**config.mk**
```make
export PLATFORM = sky130hd
export DESIGN_NAME = exu_alu_seq
export DESIGN_NICKNAME = d
export VERILOG_FILES = /design/src/rtl/exu_alu_seq.sv
export SDC_FILE = /design/constraint.sdc
export NUM_CORES = 1
export LEC_CHECK = 0
export CORE_UTILIZATION = 46
export CTS_CLUSTER_SIZE = 16
export DETAILED_ROUTE_END_ITERATION = 16
export GPL_TIMING_DRIVEN = 0
export PLACE_DENSITY = 0.68
export SKIP_LAST_GASP = 1
export SLEW_MARGIN = 20
export SYNTH_ARGS = -nofsm -noshare
export SYNTH_HDL_FRONTEND = slang
export SYNTH_SLANG_ARGS = --single-unit
```
**constraint.sdc**
```tcl
create_clock -name clk -period 5.6 [get_ports clk]
set_input_delay 1.12 -clock clk [delete_from_list [all_inputs] [get_ports clk]]
set_output_delay 1.12 -clock clk [all_outputs]
set_load 0.005 [all_outputs]
```
**src/rtl/exu_alu_seq.sv**
```systemverilog
// exu_alu_seq: execution-unit ALU core with a registered result.
// Add/sub/logic/compare complete in one cycle. Shifts walk the operand
// one bit per cycle. valid/ready handshakes on both sides let the EXU
// control stall while a shift is in progress.

`ifndef ISA_WIDTH
`define ISA_WIDTH 32
`endif
`ifndef ALU_FUNCT_WIDTH
`define ALU_FUNCT_WIDTH 4
`endif
`ifndef NO_FUNCT
`define NO_FUNCT     4'd0
`define ADD          4'd1
`define SUB          4'd2
`define EQ           4'd3
`define NEQ          4'd4
`define LESS         4'd5
`define GREATER_EQ   4'd6
`define LESS_U       4'd7
`define GREATER_EQ_U 4'd8
`define XOR          4'd9
`define OR           4'd10
`define AND          4'd11
`define SHIFT_L_L    4'd12
`define SHIFT_R_L    4'd13
`define SHIFT_R_A    4'd14
`endif

module exu_alu_seq #(
    parameter int WIDTH       = `ISA_WIDTH,
    parameter int FUNCT_WIDTH = `ALU_FUNCT_WIDTH,
    parameter int SHAMT_BITS  = 5
) (
    input  logic                   clk,
    input  logic                   rst,
    input  logic                   in_valid,
    output logic                   in_ready,
    input  logic [WIDTH-1:0]       alu_a,
    input  logic [WIDTH-1:0]       alu_b,
    input  logic [FUNCT_WIDTH-1:0] alu_funct,
    output logic                   out_valid,
    input  logic                   out_ready,
    output logic [WIDTH-1:0]       alu_result,
    output logic                   busy
);

    typedef enum logic [1:0] {
        IDLE  = 2'd0,
        SHIFT = 2'd1,
        DONE  = 2'd2
    } state_t;

    state_t                 state_q, state_d;
    logic [WIDTH-1:0]       result_q, result_d;
    logic [WIDTH-1:0]       work_q, work_d;
    logic [SHAMT_BITS-1:0]  cnt_q, cnt_d;
    logic [FUNCT_WIDTH-1:0] sop_q, sop_d;

    logic [WIDTH-1:0]       op_result;
    logic [WIDTH-1:0]       work_shifted;
    logic [SHAMT_BITS-1:0]  shamt;
    logic                   is_shift;
    logic                   accept;

    assign shamt      = alu_b[SHAMT_BITS-1:0];
    assign in_ready   = (state_q == IDLE) && !rst;
    assign accept     = in_valid && in_ready;
    assign out_valid  = (state_q == DONE);
    assign busy       = (state_q == SHIFT);
    assign alu_result = result_q;

    // Single-cycle result; a shift reaching here has shamt=0 and passes alu_a through.
    always_comb begin
        op_result = '0;
        is_shift  = 1'b0;
        case (alu_funct)
            `ADD:          op_result = alu_a + alu_b;
            `SUB:          op_result = alu_a - alu_b;
            `EQ:           op_result = {{(WIDTH-1){1'b0}}, (alu_a == alu_b)};
            `NEQ:          op_result = {{(WIDTH-1){1'b0}}, (alu_a != alu_b)};
            `LESS:         op_result = {{(WIDTH-1){1'b0}}, ($signed(alu_a) < $signed(alu_b))};
            `GREATER_EQ:   op_result = {{(WIDTH-1){1'b0}}, ($signed(alu_a) >= $signed(alu_b))};
            `LESS_U:       op_result = {{(WIDTH-1){1'b0}}, (alu_a < alu_b)};
            `GREATER_EQ_U: op_result = {{(WIDTH-1){1'b0}}, (alu_a >= alu_b)};
            `XOR:          op_result = alu_a ^ alu_b;
            `OR:           op_result = alu_a | alu_b;
            `AND:          op_result = alu_a & alu_b;
            `SHIFT_L_L, `SHIFT_R_L, `SHIFT_R_A: begin
                op_result = alu_a;
                is_shift  = 1'b1;
            end
            default:       op_result = '0;
        endcase
    end

    // One-bit step of the latched shift kind applied to the working register.
    always_comb begin
        work_shifted = {work_q[WIDTH-1], work_q[WIDTH-1:1]};
        case (sop_q)
            `SHIFT_L_L: work_shifted = {work_q[WIDTH-2:0], 1'b0};
            `SHIFT_R_L: work_shifted = {1'b0, work_q[WIDTH-1:1]};
            default:    work_shifted = {work_q[WIDTH-1], work_q[WIDTH-1:1]};
        endcase
    end

    // Next-state and datapath updates for the IDLE/SHIFT/DONE sequence.
    always_comb begin
        state_d  = state_q;
        result_d = result_q;
        work_d   = work_q;
        cnt_d    = cnt_q;
        sop_d    = sop_q;
        case (state_q)
            IDLE: begin
                if (accept) begin
                    if (is_shift && (shamt != '0)) begin
                        work_d  = alu_a;
                        cnt_d   = shamt;
                        sop_d   = alu_funct;
                        state_d = SHIFT;
                    end else begin
                        result_d = op_result;
                        state_d  = DONE;
                    end
                end
            end
            SHIFT: begin
                work_d = work_shifted;
                cnt_d  = cnt_q - 1'b1;
                if (cnt_q == {{(SHAMT_BITS-1){1'b0}}, 1'b1}) begin
                    result_d = work_shifted;
                    state_d  = DONE;
                end
            end
            DONE: begin
                if (out_ready) begin
                    state_d = IDLE;
                end
            end
            default: state_d = IDLE;
        endcase
    end

    // State registers; reset abandons any op in flight.
    always_ff @(posedge clk) begin
        if (rst) begin
            state_q  <= IDLE;
            result_q <= '0;
            work_q   <= '0;
            cnt_q    <= '0;
            sop_q    <= '0;
        end else begin
            state_q  <= state_d;
            result_q <= result_d;
            work_q   <= work_d;
            cnt_q    <= cnt_d;
            sop_q    <= sop_d;
        end
    end

endmodule
```
==> run metrics, run 1 <==
number of global-route vias before repair 9560; Seq pwr share 0.293; measured slew at the worst slew-check pin 1050 ps; worst clock skew 6.85 ps; layout cells sized above 1 0.0477; Buffers on Ports 105; Post-synth EDFFs 0; Post-Synthesis Cells 1305; post-layout util 0.560; outcome finished, final reports clean; max_cap viols 0; # Post-CTS Setup Buffers 0; power share of the clock group 0.305; Crit Path Category in -> reg; worst relative slew slack 0.302; syn_area_per_cell 6.78 um2; Internal 1210 uW; RSZ-0062 raised after global routing false; CTS Buf Count 9; Sw Share 0.393; wire length of the first global-routing pass 57900 um; minimum clock period 5020 ps; Arrival @ worst endpoint 5290 ps; routability cong. 0.995; Yosys warnings 0; initial DRC count 1259; fin. max-slew vios 0; core area 18800 um2; Final nets 1593; min-delay worst type reg -> reg; area grow syn2layout 18.7%; Top FF cell, synth dfxtp_1; antenna violations before repair 0; Worst path slowest cell buf_1; endpoints failing setup 0; Post-Place Cells 1644; commonest non-fill, non-tap cell in the layout a21oi_1; HPWL after detailed placement 30400 um; Cell Chain, Critical Path clkdlybuf4s50_1 -> clkbuf_1 -> nand2_1 -> nor3_1 -> clkbuf_1 -> buf_1 -> a221oi_1 -> a21oi_1 -> nor3_1 -> nor3_1; H-tree depth 3; Critical Path Source Type input pin; post-synth cell types 80; WL/cell 23.5 um; FF+latch count, synth 75; Worst EP required 5870 ps; CTS tree yes; Initial Utilization 0.472; pwr dens 189 nW/um2; met1 usage 0.569; antenna-violating nets left 0; # DRC 0; crit end category flop; number of antenna diodes 0; Hold Fails Final Rpt 0; CP peak stage delay 730 ps; Max Buffers Root-to-Sink 2; cell mode on critical path nor3_1; # rows 50; Die Wd 141 um; Die Footprint 19800 um2; Comb power frac 0.402; Sw Pwr 782 uW; drt pass-1 iters 7; setup tns final 0 ps; Total Routed Length 39000 um; Synth Net Count 1477; clk_lat worst skew 350 ps; CTS resizes 0; period utilisation layout 0.896; Fin Hold WS 449 ps; All-Layer GR Usage 0.389; Seq/Total Area, Yosys 0.170; Fmax achieved 0.199 GHz; # hold bufs at CTS 0; # clock sinks 75; total gr overflow 0; ys async rst share 0; vias 10700; fin cells 1660; IO Pins 107; met3 usage 0.0452; most frequent cells in the layout 158 x a21oi_1, 152 x nand2_1, 147 x nor2_1; vias per cell 6.48; largest net degree at the start of global routing 15; met2 usage 0.584; leakage 0.00419 uW; die height 141 um; Mapped Area 8850 um2; CTS root buf clkbuf_16; Worst VDD drop 152 uV; clock slew at reported path FFs 60 ps; GR peak layer met2; CP max FO 10
==> final cells by class <==
class	count	area (um2)
Buffer	90	368
Clock buffer	10	229
Multi-Input combinational cell	1037	6610
Fill cell	1933	8260
Inverter	103	387
Tap cell	234	293
Sequential cell	75	1500
Clock inverter	6	72.6
Timing Repair Buffer	105	1050
==> logic make-up after synthesis <==
family | Yosys count | synth area share
xor gates and xnor gates | 18 | 0.0178
adders and majority gates | 100 | 0.143
buffers and inverters | 193 | 0.0852
muxes | 14 | 0.0163
DFF | 75 | 0.170
AOI/OAI and AO/OA | 463 | 0.344
and+or+nand+nor | 442 | 0.224
==> stage by stage <==
step                      cell area [um2]  worst slack [ps]  total power (uW)
after global placement              10200               506              1360
after floorplan                      8850              1940              1070
after global routing                10500               580              2060
final                               10500               580              1990
after CTS                           10500               847              1960
after detailed placement            10200               497              1360
==> synthesized netlist by cell type (12+ instances only) <==
master | instances | share of area
clkbuf_1 | 69 | 0.029
a221oi_1 | 28 | 0.028
nor2_1 | 147 | 0.062
nand2_1 | 152 | 0.064
ha_1 | 98 | 0.14
nand3_1 | 15 | 0.0085
inv_1 | 102 | 0.043
a211oi_1 | 27 | 0.023
a21o_1 | 12 | 0.010
xnor2_1 | 17 | 0.017
o21ai_0 | 94 | 0.053
o31ai_1 | 12 | 0.010
nor4_1 | 15 | 0.011
a21oi_1 | 158 | 0.089
dfxtp_1 | 75 | 0.17
nor3_1 | 49 | 0.028
==> metal layers <==
| metal | part of all wire | routed length (um) |
|---|---|---|
| met1 | 0.43 | 16900 |
| met2 | 0.42 | 16400 |
| met3 | 0.11 | 4370 |
| met4 | 0.033 | 1310 |
| met5 | 0 | 0 |
==> power groups by stage <==
stage / Clock [uW] / Sequential (uW) / Combinational, uW
after global placement: 0 / 593 / 768
after global routing: 625 / 585 / 855
after floorplan: 0 / 589 / 477
after detailed placement: 0 / 593 / 768
after CTS: 603 / 582 / 773
final: 606 / 583 / 799
==> flip-flops by register name (all words and copies together) (netlist names) <==
register,flops
alu_result,32
work_q,32
state_q,2
sop_q,4
cnt_q,5
==> final timing paths <==
path | startpoint | to | slack, ps | cells after the start
setup / recovery | alu_funct[1] | alu_result[10] | 580 | 10
hold / removal | sop_q[2] | sop_q[2] | 450 | 2
setup reg to reg | state_q[0] | alu_result[24] | 2400 | 7
hold reg to reg | sop_q[2] | sop_q[2] | 450 | 2
==> worst max-delay path, delay by kind of cell <==
kind / cells / cell delay (ps)
AOI/OAI and AO/OA: 2 / 640
buffers and inverters: 4 / 2450
and+or+nand+nor: 4 / 1050
Note: power is estimated with default switching activity, not from simulation.
==> inputs of run 2 (changes only) <==
--- a/config.mk
+++ b/config.mk
@@ -5,7 +5,9 @@
 export SDC_FILE = /design/constraint.sdc
 export NUM_CORES = 1
 export LEC_CHECK = 0
+export ABC_CLOCK_PERIOD_IN_PS = 5600
 export CORE_UTILIZATION = 46
+export CTS_CLUSTER_DIAMETER = 100
 export CTS_CLUSTER_SIZE = 16
 export DETAILED_ROUTE_END_ITERATION = 16
 export GPL_TIMING_DRIVEN = 0
==> results of run 2 <==
The final DEF is identical to that of run 1; final timing and power are the same.
